`config.mk`:
```
export PLATFORM = sky130hd
export DESIGN_NAME = ctrl_pipe_regs
export DESIGN_NICKNAME = d
export VERILOG_FILES = /design/src/rtl/ctrl_pkg.sv /design/src/rtl/fwd_unit.sv /design/src/rtl/ctrl_pipe_regs.sv
export SDC_FILE = /design/constraint.sdc
export NUM_CORES = 1
export LEC_CHECK = 0
export ABC_AREA = 1
export ABC_CLOCK_PERIOD_IN_PS = 2940
export BUFFER_PORTS_ARGS = -buffer_cell sky130_fd_sc_hd__buf_4
export CAP_MARGIN = 20
export CELL_PAD_IN_SITES_DETAIL_PLACEMENT = 1
export CELL_PAD_IN_SITES_GLOBAL_PLACEMENT = 1
export CORE_MARGIN = 1
export CORE_UTILIZATION = 41
export DETAILED_ROUTE_END_ITERATION = 7
export GPL_ROUTABILITY_DRIVEN = 0
export PLACE_DENSITY_LB_ADDON = 0.15
export SKIP_CTS_REPAIR_TIMING = 1
export SLEW_MARGIN = 20
export SYNTH_ARGS = -nofsm -noshare
export SYNTH_HDL_FRONTEND = slang
export SYNTH_HIERARCHICAL = 1
export SYNTH_SLANG_ARGS = --single-unit
```
`constraint.sdc`:
```
create_clock -name clk -period 2.94 [get_ports clk]
set_input_delay 0.588 -clock clk [delete_from_list [all_inputs] [get_ports clk]]
set_output_delay 0.588 -clock clk [all_outputs]
set_load 0.02 [all_outputs]
```
`src/rtl/ctrl_pkg.sv`:
```
// Shared field positions, forwarding codes and opcodes for the control pipeline.
// decode() maps an opcode to its wb/m/ex control bundles.
package ctrl_pkg;

    localparam int WB_W = 2;
    localparam int M_W  = 3;
    localparam int EX_W = 4;

    localparam int WB_REGWRITE = 1;
    localparam int WB_MEMTOREG = 0;
    localparam int M_BRANCH    = 2;
    localparam int M_MEMREAD   = 1;
    localparam int M_MEMWRITE  = 0;
    localparam int EX_REGDST   = 3;
    localparam int EX_ALUSRC   = 2;
    localparam int EX_ALUOP_HI = 1;
    localparam int EX_ALUOP_LO = 0;

    localparam logic [1:0] FWD_RF  = 2'b00;
    localparam logic [1:0] FWD_MEM = 2'b10;
    localparam logic [1:0] FWD_WB  = 2'b01;

    localparam logic [5:0] OP_RTYPE = 6'd0;
    localparam logic [5:0] OP_LW    = 6'd35;
    localparam logic [5:0] OP_SW    = 6'd43;
    localparam logic [5:0] OP_BEQ   = 6'd4;

    typedef struct packed {
        logic [WB_W-1:0] wb;
        logic [M_W-1:0]  m;
        logic [EX_W-1:0] ex;
    } ctrl_t;

    function automatic ctrl_t decode(input logic [5:0] op);
        ctrl_t c;
        c = '0;
        case (op)
            OP_RTYPE: begin
                c.wb[WB_REGWRITE] = 1'b1;
                c.ex[EX_REGDST]   = 1'b1;
                c.ex[EX_ALUOP_HI] = 1'b1;
            end
            OP_LW: begin
                c.wb[WB_REGWRITE] = 1'b1;
                c.wb[WB_MEMTOREG] = 1'b1;
                c.m[M_MEMREAD]    = 1'b1;
                c.ex[EX_ALUSRC]   = 1'b1;
            end
            OP_SW: begin
                c.m[M_MEMWRITE]   = 1'b1;
                c.ex[EX_ALUSRC]   = 1'b1;
            end
            OP_BEQ: begin
                c.m[M_BRANCH]     = 1'b1;
                c.ex[EX_ALUOP_LO] = 1'b1;
            end
            default: ;
        endcase
        return c;
    endfunction

endpackage

```
`src/rtl/fwd_unit.sv`:
```
// ALU operand forwarding selects for the instruction in EX; purely combinational.
// The younger producer in EX/MEM takes priority over MEM/WB; register $0 never forwards.
module fwd_unit
    import ctrl_pkg::*;
#(
    parameter int RA_W = 5
) (
    input  logic            mem_regwrite,
    input  logic [RA_W-1:0] mem_dest,
    input  logic            wb_regwrite,
    input  logic [RA_W-1:0] wb_dest,
    input  logic [RA_W-1:0] ex_rs,
    input  logic [RA_W-1:0] ex_rt,
    output logic [1:0]      fwd_a,
    output logic [1:0]      fwd_b
);

    logic mem_ok;
    logic wb_ok;

    assign mem_ok = mem_regwrite && (mem_dest != '0);
    assign wb_ok  = wb_regwrite && (wb_dest != '0);

    // NOTE: every output gets a default first so no path through the ifs infers a latch.
    always_comb begin
        fwd_a = FWD_RF;
        fwd_b = FWD_RF;
        if (mem_ok && (mem_dest == ex_rs))     fwd_a = FWD_MEM;
        else if (wb_ok && (wb_dest == ex_rs))  fwd_a = FWD_WB;
        if (mem_ok && (mem_dest == ex_rt))     fwd_b = FWD_MEM;
        else if (wb_ok && (wb_dest == ex_rt))  fwd_b = FWD_WB;
    end

endmodule

```
`src/rtl/ctrl_pipe_regs.sv`:
```
// ID/EX, EX/MEM and MEM/WB control staging with load-use stall, MEM-resolved branch
// flush, EX forwarding selects and a retired-instruction counter.
module ctrl_pipe_regs
    import ctrl_pkg::*;
#(
    parameter int RA_W  = 5,
    parameter int CNT_W = 32
) (
    input  logic             clk,
    input  logic             rst_n,
    input  logic [WB_W-1:0]  id_wb,
    input  logic [M_W-1:0]   id_m,
    input  logic [EX_W-1:0]  id_ex,
    input  logic             id_valid,
    input  logic [RA_W-1:0]  id_rs,
    input  logic [RA_W-1:0]  id_rt,
    input  logic [RA_W-1:0]  id_rd,
    input  logic             ex_zero,
    output logic [EX_W-1:0]  ex_ex,
    output logic [M_W-1:0]   ex_m,
    output logic [WB_W-1:0]  ex_wb,
    output logic [M_W-1:0]   mem_m,
    output logic [WB_W-1:0]  mem_wb,
    output logic [WB_W-1:0]  wb_wb,
    output logic [RA_W-1:0]  ex_dest,
    output logic [RA_W-1:0]  mem_dest,
    output logic [RA_W-1:0]  wb_dest,
    output logic [1:0]       fwd_a,
    output logic [1:0]       fwd_b,
    output logic             stall,
    output logic             flush_ifid,
    output logic             branch_taken,
    output logic [CNT_W-1:0] retired
);

    logic [EX_W-1:0]  ex_ex_q, ex_ex_d;
    logic [M_W-1:0]   ex_m_q, ex_m_d;
    logic [WB_W-1:0]  ex_wb_q, ex_wb_d;
    logic             ex_valid_q, ex_valid_d;
    logic [RA_W-1:0]  ex_dest_q, ex_dest_d;
    logic [RA_W-1:0]  ex_rs_q, ex_rs_d;
    logic [RA_W-1:0]  ex_rt_q, ex_rt_d;

    logic [M_W-1:0]   mem_m_q, mem_m_d;
    logic [WB_W-1:0]  mem_wb_q, mem_wb_d;
    logic             mem_valid_q, mem_valid_d;
    logic             mem_zero_q, mem_zero_d;
    logic [RA_W-1:0]  mem_dest_q, mem_dest_d;

    logic [WB_W-1:0]  wb_wb_q, wb_wb_d;
    logic             wb_valid_q, wb_valid_d;
    logic [RA_W-1:0]  wb_dest_q, wb_dest_d;

    logic [CNT_W-1:0] retired_q, retired_d;

    // Flush outranks stall: a load being squashed cannot hold the front end.
    assign branch_taken = mem_m_q[M_BRANCH] & mem_zero_q;
    assign flush_ifid   = branch_taken;
    assign stall        = ex_m_q[M_MEMREAD] & id_valid & (ex_dest_q != '0)
                        & ((ex_dest_q == id_rs) | (ex_dest_q == id_rt)) & ~branch_taken;

    always_comb begin
        ex_dest_d  = id_ex[EX_REGDST] ? id_rd : id_rt;
        ex_rs_d    = id_rs;
        ex_rt_d    = id_rt;
        ex_ex_d    = '0;
        ex_m_d     = '0;
        ex_wb_d    = '0;
        ex_valid_d = 1'b0;
        if (id_valid && !stall && !branch_taken) begin
            ex_ex_d    = id_ex;
            ex_m_d     = id_m;
            ex_wb_d    = id_wb;
            ex_valid_d = 1'b1;
        end
    end

    always_comb begin
        mem_dest_d  = ex_dest_q;
        mem_m_d     = '0;
        mem_wb_d    = '0;
        mem_valid_d = 1'b0;
        mem_zero_d  = 1'b0;
        if (!branch_taken) begin
            mem_m_d     = ex_m_q;
            mem_wb_d    = ex_wb_q;
            mem_valid_d = ex_valid_q;
            mem_zero_d  = ex_zero;
        end
    end

    always_comb begin
        wb_wb_d    = mem_wb_q;
        wb_dest_d  = mem_dest_q;
        wb_valid_d = mem_valid_q;
        retired_d  = retired_q + {{(CNT_W-1){1'b0}}, wb_valid_q};
    end

    // NOTE: state updates use non-blocking assignments so every stage samples the pre-edge values.
    always_ff @(posedge clk or negedge rst_n) begin
        if (!rst_n) begin
            ex_ex_q     <= '0;
            ex_m_q      <= '0;
            ex_wb_q     <= '0;
            ex_valid_q  <= 1'b0;
            ex_dest_q   <= '0;
            ex_rs_q     <= '0;
            ex_rt_q     <= '0;
            mem_m_q     <= '0;
            mem_wb_q    <= '0;
            mem_valid_q <= 1'b0;
            mem_zero_q  <= 1'b0;
            mem_dest_q  <= '0;
            wb_wb_q     <= '0;
            wb_valid_q  <= 1'b0;
            wb_dest_q   <= '0;
            retired_q   <= '0;
        end else begin
            ex_ex_q     <= ex_ex_d;
            ex_m_q      <= ex_m_d;
            ex_wb_q     <= ex_wb_d;
            ex_valid_q  <= ex_valid_d;
            ex_dest_q   <= ex_dest_d;
            ex_rs_q     <= ex_rs_d;
            ex_rt_q     <= ex_rt_d;
            mem_m_q     <= mem_m_d;
            mem_wb_q    <= mem_wb_d;
            mem_valid_q <= mem_valid_d;
            mem_zero_q  <= mem_zero_d;
            mem_dest_q  <= mem_dest_d;
            wb_wb_q     <= wb_wb_d;
            wb_valid_q  <= wb_valid_d;
            wb_dest_q   <= wb_dest_d;
            retired_q   <= retired_d;
        end
    end

    fwd_unit #(.RA_W(RA_W)) u_fwd (
        .mem_regwrite (mem_wb_q[WB_REGWRITE]),
        .mem_dest     (mem_dest_q),
        .wb_regwrite  (wb_wb_q[WB_REGWRITE]),
        .wb_dest      (wb_dest_q),
        .ex_rs        (ex_rs_q),
        .ex_rt        (ex_rt_q),
        .fwd_a        (fwd_a),
        .fwd_b        (fwd_b)
    );

    assign ex_ex    = ex_ex_q;
    assign ex_m     = ex_m_q;
    assign ex_wb    = ex_wb_q;
    assign mem_m    = mem_m_q;
    assign mem_wb   = mem_wb_q;
    assign wb_wb    = wb_wb_q;
    assign ex_dest  = ex_dest_q;
    assign mem_dest = mem_dest_q;
    assign wb_dest  = wb_dest_q;
    assign retired  = retired_q;

endmodule

```
==> results of run 1 <==
-- Yosys cell counts (all sizes together) --
master  number
clkinv       1
ha           2
nand2      125
nor3        15
buf          1
inv         59
xnor2       19
nand3        8
nand4        7
xor2        20
a31oi        1
clkbuf       1
dfrtp       77
nor2        65
nand3b       2
o21ai        3
-- per-stage QoR --
stage,setup WS (ns),cell area [um^2]
floorplan,1.122,3545
global placement,1.000,4393
detailed placement,0.9856,4393
CTS,0.7746,4626
global route,0.6240,4626
finish,0.8113,4626
-- cell type report --
cell class	instances	area share (%)
Clock buffer	11	3.273
Clock inverter	5	1.758
Inverter	60	4.869
Multi-Input combinational cell	267	29.86
Sequential cell	77	41.66
Tap cell	105	2.840
Timing Repair Buffer	97	15.74
-- sequential cells by signal (all words and copies together), names as in the netlist --
register,cells
ex_ex,4
ex_rs_q,5
ex_valid_q,1
wb_dest,5
ex_rt_q,5
mem_wb,2
ex_dest,5
mem_m,3
wb_wb,2
ex_m,3
mem_dest,5
retired,32
wb_valid_q,1
mem_zero_q,1
ex_wb,2
mem_valid_q,1
-- worst register-to-register path, stage by stage, from the launching register on --
cell and delay (ns):
dfrtp_1 0.36, ha_1 0.20, ha_1 0.21, nand3_2 0.12
nor2_4 0.16, inv_2 0.08, nor2_1 0.24, nand2_1 0.11
xor2_1 0.16
-- worst min-delay path by stage --
stage	to	depth (start not counted)	startpoint	slack, ns
2_1_floorplan	ex_dest[0]	0	rst_n	0.29
3_3_place_gp	wb_valid_q	0	mem_valid_q	0.34
3_5_place_dp	wb_valid_q	0	mem_valid_q	0.35
4_1_cts	ex_rs_q[0]	1	id_rs[0]	0.35
5_1_grt	ex_rs_q[0]	1	id_rs[0]	0.34
6_report	wb_valid_q	0	mem_valid_q	0.36
-- cell families after synthesis --
group	Yosys count	synth area share [%]
compound gates	4	0.6001
xor+xnor	39	9.848
fa+ha+maj	2	0.7059
buf+inv	62	6.671
flops	77	54.36
simple gates	222	27.81
-- power by group --
group / total [mW] / switching [mW] / internal [mW]
Combinational: 0.418 / 0.241 / 0.178
Clock: 0.925 / 0.398 / 0.526
Sequential: 1.23 / 0.0937 / 1.14
-- routing by layer --
metal  global-route usage, %  vias to the layer above
li1                        -                     1428
met1                   29.67                     1426
met2                   36.21                       67
met3                   6.119                        6
met4                   6.187                        0
met5                       0                        -
==> key figures, run 1 <==
STA
  • Slew @ Worst Pin: around 0.95 ns
  • Tcrit/Tclk final: 72.40%
  • # setup viols final: 0
  • Fin Setup TNS: 0 ns
  • Worst rel slew slack: roughly 37%
  • Final Hold Vio Count: 0
  • Max-slew violation count: 0
  • Clock skew: between 0.01 and 0.015 ns
  • Minimum clock period: roughly 2.1 ns
  • F_max: 469.8 MHz
  • WHS: between 0.3 and 0.4 ns
  • RSZ-0062 raised after global routing: false

Detailed routing
  • DR vias: about 2,900
  • TritonRoute pass-1 iters: 4
  • Routed Antenna Nets: 0
  • Via density: approximately 4.7
  • Final wirelength: 9302 um
  • Initial DRC count: 75
  • Metal2 WL: around 4500 um
  • DR WL met3: roughly 480 um
  • WL per Instance: ~15 um
  • Post-route DRC: 0
  • M1 WL: around 4200 um
  • Highest routed metal layer: met4

Critical path
  • Reg-to-reg endpoint: retired[30]
  • Critical path endpoint category: output port
  • Worst-path fanout max: 7
  • R2R cell count: 8
  • Crit path to: stall
  • CP most frequent cell: nor2_1
  • Crit. path cell count: 8
  • CP max stage cell: dfrtp_1
  • R2R Setup Slk: roughly 1.2 ns
  • CP arrival: around 1.5 ns
  • Critical path's top delay family: simple AND/OR/NAND/NOR gates
  • Worst path max stage delay: 0.46 ns
  • WP buf/inv: 2
  • Origin of the worst setup path: ex_dest[0]
  • Reg-to-reg startpoint: retired[0]
  • Kind of start point of the critical path: flip-flop
  • Worst endpoint required time: 2.35 ns
  • Crit path kind: reg -> out
  • CP Cell Sequence: nor2_1 > nor2_1 > nor2_1 > nand3_1 > nand2_1 > nand2_1 > inv_1 > buf_4

Synth
  • Synth top area cells: dfrtp_1 (54%), nand2_1 (12%), nor2_1 (6.2%)
  • Register area share after synthesis: around 54%
  • Synth Instances: around 400
  • Syn. warnings: 6
  • Synth top area share: between 50% and 60%
  • Seq cells post-synth: between 70 and 80
  • Post-Syn Area: around 0.0035 mm^2
  • Syn_nets: roughly 440
  • Distinct cells, synth: 24
  • Dominant cell type by area after synthesis: dfrtp_1
  • Synthesized area per cell: about 8.7 um^2

Floorplan
  • FP Rows: 33
  • Core Region: between 0.008 and 0.009 mm^2
  • I/O pin count: between 90 and 100
  • Initial core utilization: 42.71%
  • Die Ht: about 95 um
  • Die area: ~0.0090 mm^2
  • Die width: roughly 95 um

Power and ir drop
  • Cell Pwr Density: 556.7 mW/mm^2
  • Tot Pwr: ~2.6 mW
  • Peak VDD IR: 0.5022 mV
  • P_leak: about 2.4 nW

Placed design
  • Port Buffers: between 90 and 100
  • Detailed Place HPWL: between 6000 and 7000 um
  • Dpl cells: around 610

Finish
  • Area growth, synth to finish: 30.50%
  • Multi-input gate area: 0.001381 mm^2
  • Commonest cells after routing, fill and taps aside: nand2_1 (118), buf_4 (97), dfrtp_1 (77), nor2_1 (59), inv_1 (57)
  • Post-Route Utilization: about 56%
  • Non-Filler Instances: 622
  • Register area: ~0.0019 mm^2
  • Fillers: ~1,000
  • Share of layout cells above drive strength 1: a little over a quarter
  • Final nets: around 540
  • Commonest non-fill, non-tap cell in the layout: nand2_1
  • Antenna fix cells: 0

Clocking
  • Total CTS buffers: 9
  • CTS tree: done
  • Worst-skew pair later-pin latency: approximately 0.34 ns
  • Max Root-Sink Buffers: 2
  • H-Tree Level Count: 3
  • Clk slew on worst S/H paths: around 0.080 ns
  • Clk sinks: slightly below 80
  • Clock Tree Root: clkbuf_8

Global route
  • Largest net degree at the start of global routing: 78
  • Vias in the first global route: roughly 3,000
  • Initial antenna violation count: 0
  • First-pass GRT wire length: roughly 15,000 um
  • Global route overflow: 0
  • Overall Global Routing Usage: between 20% and 30%

Status
  • Outcome: finished clean

Job
  • MaxCap Viol Count: 0

Worst hold path
  • Worst min path class: reg -> reg
Power figures use the tool's default switching activity.
==> inputs of run 2 (changes only) <==
Settings changed: ABC_CLOCK_PERIOD_IN_PS 2940 to 2100, CORE_UTILIZATION 41 to 38.
Clock period 2.94 ns to 2.1 ns, I/O delays scaled along.
==> key figures, run 2 (synthesized netlist as in run 1, its figures left out) <==
Status
  • Outcome: finished clean

Finish
  • Final nets: 545 (+0.55%)
  • Post-Route Utilization: 52.00% (-3.7 points)
  • Max FFs per register: 32 (unchanged)
  • Fillers: 1,097 (+9.5%)
  • Commonest non-fill, non-tap cell in the layout: nand2_1
  • Area growth, synth to finish: 30.43% (about the same)
  • Register area: 0.001929 mm^2 (+0.13%)
  • Share of layout cells above drive strength 1: 27.12% (+0.62 points)
  • Multi-input gate area: 0.001381 mm^2 (unchanged)
  • Commonest cells after routing, fill and taps aside: nand2_1 (118), buf_4 (98), dfrtp_1 (75), nor2_1 (59), inv_1 (57)
  • Antenna fix cells: 0 (unchanged)

Floorplan
  • Die width: 98.58 um (+3.8%)
  • Core Region: 0.008891 mm^2 (+7.1%)
  • FP Rows: 34 (+3.0%)
  • Initial core utilization: 39.87% (-2.8 points)
  • Die Ht: 98.58 um (+3.8%)
  • I/O pin count: 98 (unchanged)
  • Die area: 0.009718 mm^2 (+7.7%)

Power and ir drop
  • Cell Pwr Density: 725.3 mW/mm^2 (+30%)
  • Clk pwr share: 30.9% (-5.0 points)
  • Logic gate share of total power: 17.6% (+1.4 points)
  • Total internal power: 2.342 mW (+27%)
  • Peak VDD IR: 0.4838 mV (-3.7%)
  • Sw Pwr: 1.011 mW (+38%)
  • Sw Ratio: 30.15% (+1.7 points)
  • Tot Pwr: 3.353 mW (+30%)
  • Sequential fraction of design power: 51.4% (+3.5 points)
  • P_leak: 2.413 nW (-0.66%)

Clocking
  • Max Root-Sink Buffers: 2 (unchanged)
  • Worst-skew pair later-pin latency: 0.34 ns (about the same)
  • H-Tree Level Count: 3 (unchanged)
  • Clock Tree Root: clkbuf_8
  • Total CTS buffers: 9 (unchanged)
  • Clk sinks: 77 (unchanged)
  • CTS tree: done
  • Clk slew on worst S/H paths: 0.08 ns (about the same)

Detailed routing
  • DR vias: 2,906 (-0.72%)
  • Routed Antenna Nets: 0 (unchanged)
  • Via density: 4.627 (-1.7%)
  • Post-route DRC: 0 (unchanged)
  • Final wirelength: 8948 um (-3.8%)
  • TritonRoute pass-1 iters: 4 (unchanged)
  • WL per Instance: 14.25 um (-4.7%)
  • Initial DRC count: 86 (+15%)

Placed design
  • Detailed Place HPWL: 7148 um (+2.5%)
  • Port Buffers: 97 (unchanged)
  • Dpl ws: 0.3538 ns (-0.6318 ns)

Global route
  • Global route overflow: 0 (unchanged)
  • Largest net degree at the start of global routing: 35 (-55%)
  • First-pass GRT wire length: 14,860 um (-0.92%)
  • Overall Global Routing Usage: 19.71% (-2.7 points)
  • Vias in the first global route: 3,056 (+2.2%)
  • Initial antenna violation count: 0 (unchanged)

STA
  • Setup WS post-layout: 0.1640 ns (-0.6473 ns)
  • RSZ-0062 raised after global routing: false
  • Final Hold Vio Count: 0 (unchanged)
  • Worst rel slew slack: 74.87% (+38 points)
  • Clock skew: 0.01233 ns (+0.001693 ns)
  • # setup viols final: 0 (unchanged)
  • Fin Setup TNS: 0 ns (unchanged)
  • Max-slew violation count: 0 (unchanged)
  • Minimum clock period: slightly below 2 ns
  • Tcrit/Tclk final: between 90 and 100%
  • F_max: roughly 520 MHz
  • Slew @ Worst Pin: 0.3760 ns (-0.5735 ns)

Critical path
  • CP arrival: 1.52 ns (-0.02 ns)
  • Worst-path fanout max: 5 (-2)
  • Crit path kind: reg -> out
  • CP max stage cell: dfrtp_1
  • CP Cell Sequence: inv_1 > nand2_1 > nand2_1 > nor2_1 > nand3_1 > nor2_2 > nor2_1 > buf_4
  • Kind of start point of the critical path: flip-flop
  • R2R Setup Slk: 0.35 ns (-0.84 ns)
  • Worst endpoint required time: 1.68 ns (-0.67 ns)
  • Worst path max stage delay: 0.42 ns (-0.04 ns)
  • Critical path endpoint category: output port

Worst hold path
  • Worst min path class: in -> reg

Job
  • MaxCap Viol Count: 0 (unchanged)
run 2: cell types whose count changed in the layout (fill, tap and decap cells not counted), sizes merged:
cell	previous run	this run
inv	60	59
clkinvlp	1	4
buf	97	99
bufinv	2	0
dlygate4sd3	0	1
run 2: worst paths after layout:
check                             from  cells past startpoint           to
min                           id_rs[0]                      1   ex_rs_q[0]
max in group asynchronous        rst_n                      3   wb_dest[3]
min in group asynchronous        rst_n                      2      ex_m[2]
min reg2reg                mem_valid_q                      0   wb_valid_q
max                        mem_dest[3]                      8     fwd_a[0]
max reg2reg                 retired[0]                      8  retired[30]
run 2: final cells by class:
type                    instances  share of cell area, %
clock inverters                 5                 0.7578
clock buffers                  11                  3.275
inverters                      60                  4.871
repair buffers                100                  16.56
well taps                     108                  2.923
multi-input cells             267                  29.88
flip-flops and latches         77                  41.73
run 2: metrics by stage:
step / instances / hold slack, ns / area (um^2)
floorplan: 406 / 0.1244 / 3545
global placement: 611 / 0.3362 / 4424
detailed placement: 611 / 0.3405 / 4424
CTS: 627 / -0.03657 / 4611
global route: 628 / 0.1727 / 4623
finish: 628 / 0.2034 / 4623
run 2: power by group through the flow:
stage                     clock, mW  sequential [mW]  combinational [mW]
after floorplan                   0             1.85               0.195
after detailed placement          0             1.75               0.601
after CTS                      1.07             1.73               0.602
final                          1.04             1.72               0.592
after global routing           1.14             1.75               0.652
after global placement            0             1.75               0.586
run 2: metal layers:
layer,track usage (%),up-vias,wire length (um)
li1,-,1442,-
met1,27.78,1395,4425
met2,30.23,63,4091
met3,4.468,6,343
met4,6.429,0,88
met5,0,-,0
run 2: critical path: cells and delay by family (launching register included):
family | cells | cell delay [ns]
DFF | 1 | 0.42
and+or+nand+nor | 6 | 0.51
buffers and inverters | 2 | 0.26
==> inputs of run 3 (changes only) <==
Settings changed: ABC_CLOCK_PERIOD_IN_PS 2100 to 1800, CORE_MARGIN 1 to 3.
Clock period 2.1 ns to 1.8 ns, I/O delays scaled along.
==> key figures, run 3 (synthesized netlist as in run 1, its figures left out) <==
Critical path
  • Worst endpoint required time: 1.44 ns (-0.24 ns)
  • Critical path endpoint category: output port
  • Reg-to-reg startpoint: retired[0]
  • CP arrival: 1.52 ns (about the same)
  • CP max stage cell: dfrtp_1
  • Kind of start point of the critical path: flip-flop
  • R2R cell count: 8 (unchanged)
  • Worst path max stage delay: 0.43 ns (about the same)
  • CP Cell Sequence: inv_2 > nand2_1 > nand2_1 > nor2_1 > nand3_1 > nor2_2 > nor2_1 > buf_4
  • Reg-to-reg endpoint: retired[28]
  • Crit path kind: reg -> out
  • Worst-path fanout max: 5 (unchanged)
  • R2R Setup Slk: 0.11 ns (-0.24 ns)

Floorplan
  • I/O pin count: 98 (unchanged)
  • Die Ht: 102.6 um (+4.1%)
  • Die area: 0.01052 mm^2 (+8.3%)
  • Initial core utilization: 39.87% (unchanged)
  • Die width: 102.6 um (+4.1%)
  • Core Region: 0.008891 mm^2 (unchanged)
  • FP Rows: 34 (unchanged)

Power and ir drop
  • Peak VDD IR: 0.8611 mV (+78%)
  • Cell Pwr Density: 907.0 mW/mm^2 (+25%)
  • P_leak: 2.493 nW (+3.3%)

Finish
  • Multi-input gate area: 0.001401 mm^2 (+1.4%)
  • Fillers: 1,084 (-1.2%)
  • Commonest non-fill, non-tap cell in the layout: nand2_1
  • Area growth, synth to finish: 34.59%
  • Antenna fix cells: 0 (unchanged)
  • Register area: 0.001936 mm^2 (+0.32%)
  • Share of layout cells above drive strength 1: 30.68% (+3.6 points)
  • Max FFs per register: 32 (unchanged)
  • Final nets: 553 (+1.5%)
  • Commonest cells after routing, fill and taps aside: nand2_1 (116), buf_4 (104), dfrtp_1 (70), nor2_1 (57), inv_1 (53)

Placed design
  • Detailed Place HPWL: 7772 um (+8.7%)
  • Dpl ws: 0.1061 ns (-0.2477 ns)
  • Port Buffers: 97 (unchanged)

Detailed routing
  • Post-route DRC: 0 (unchanged)
  • TritonRoute pass-1 iters: 4 (unchanged)
  • DR vias: 2,968 (+2.1%)
  • Via density: 4.667 (+0.85%)
  • Routed Antenna Nets: 0 (unchanged)
  • Final wirelength: 9812 um (+9.7%)
  • Initial DRC count: 52 (-40%)
  • WL per Instance: 15.43 um (+8.3%)

Worst hold path
  • WHS Endpoint: ex_rs_q[0]
  • Worst min path class: in -> reg
  • Hold depth: 1 (unchanged)
  • HP Start: id_rs[0]

STA
  • Clock skew: 0.01253 ns (+0.0002010 ns)
  • Slew @ Worst Pin: 0.4186 ns (+0.04254 ns)
  • Tcrit/Tclk final: 104.5%
  • F_max: approximately 530 MHz
  • Minimum clock period: roughly 1.9 ns
  • Setup WS post-layout: -0.08187 ns (-0.2459 ns)
  • WHS: 0.1446 ns (-0.05880 ns)
  • Fin Setup TNS: -0.2282 ns (-0.2282 ns)
  • Worst rel slew slack: 72.10% (-2.8 points)
  • Max-slew violation count: 0 (unchanged)
  • RSZ-0062 raised after global routing: true
  • # setup viols final: 5 (+5)
  • Final Hold Vio Count: 0 (unchanged)

Global route
  • First-pass GRT wire length: 15,800 um (+6.3%)
  • Overall Global Routing Usage: 19.57% (-0.14 points)
  • Vias in the first global route: 3,186 (+4.3%)
  • Global route overflow: 0 (unchanged)
  • Largest net degree at the start of global routing: 32 (-8.6%)
  • Initial antenna violation count: 0 (unchanged)

Clocking
  • Clock Tree Root: clkbuf_8
  • CTS tree: done
  • Max Root-Sink Buffers: 2 (unchanged)
  • Total CTS buffers: 9 (unchanged)
  • Clk slew on worst S/H paths: 0.08 ns (about the same)
  • Clk sinks: 77 (unchanged)
  • Worst-skew pair later-pin latency: 0.34 ns (about the same)
  • H-Tree Level Count: 3 (unchanged)

Status
  • Outcome: finished, violations left
  • Violated checks: negative setup slack

Job
  • MaxCap Viol Count: 0 (unchanged)
-- run 3: metrics by stage --
step                area (um^2)  total power, mW  cells  util [%]
finish                     4771            4.327    636     53.66
global route               4771            4.546    636     53.66
CTS                        4679            4.366    629     52.63
detailed placement         4439            2.769    613     49.93
global placement           4439            2.731    613     49.93
floorplan                  3545            2.381    406         -
-- run 3: report_power, final --
group / internal (mW) / switching [mW]
clock network: 0.960 / 0.621
registers: 1.86 / 0.155
logic: 0.320 / 0.409
-- run 3: how the worst max path moves through the flow --
stage                     cells after the start          end        start
after detailed placement                      8  retired[28]   retired[0]
final                                         8     fwd_b[0]  mem_dest[1]
after CTS                                     9        stall   ex_dest[1]
after global routing                          7     fwd_b[0]  mem_dest[1]
after floorplan                               8  retired[28]   retired[0]
after global placement                        8  retired[28]   retired[0]
-- run 3: per-layer routing --
metal  routed length, um  vias up  global-route usage, %
met2                4893       64                  33.02
met3                 456        9                  4.127
met5                   0        -                      0
met1                4351     1441                  25.80
li1                    -     1454                      -
met4                 111        0                  4.844
-- run 3: area by class of cell --
| class | instances | area share [%] |
|---|---|---|
| repair buffers | 108 | 17.47 |
| flip-flops and latches | 77 | 40.57 |
| multi-input cells | 267 | 29.37 |
| clock buffers | 12 | 3.042 |
| well taps | 108 | 2.832 |
| clock inverters | 4 | 1.993 |
| inverters | 60 | 4.721 |
-- run 3: worst max-delay path, delay by kind of cell (launching register included) --
family,cells,cell delay [ns]
and+or+nand+nor,6,0.52
buffers and inverters,2,0.23
DFF,1,0.43
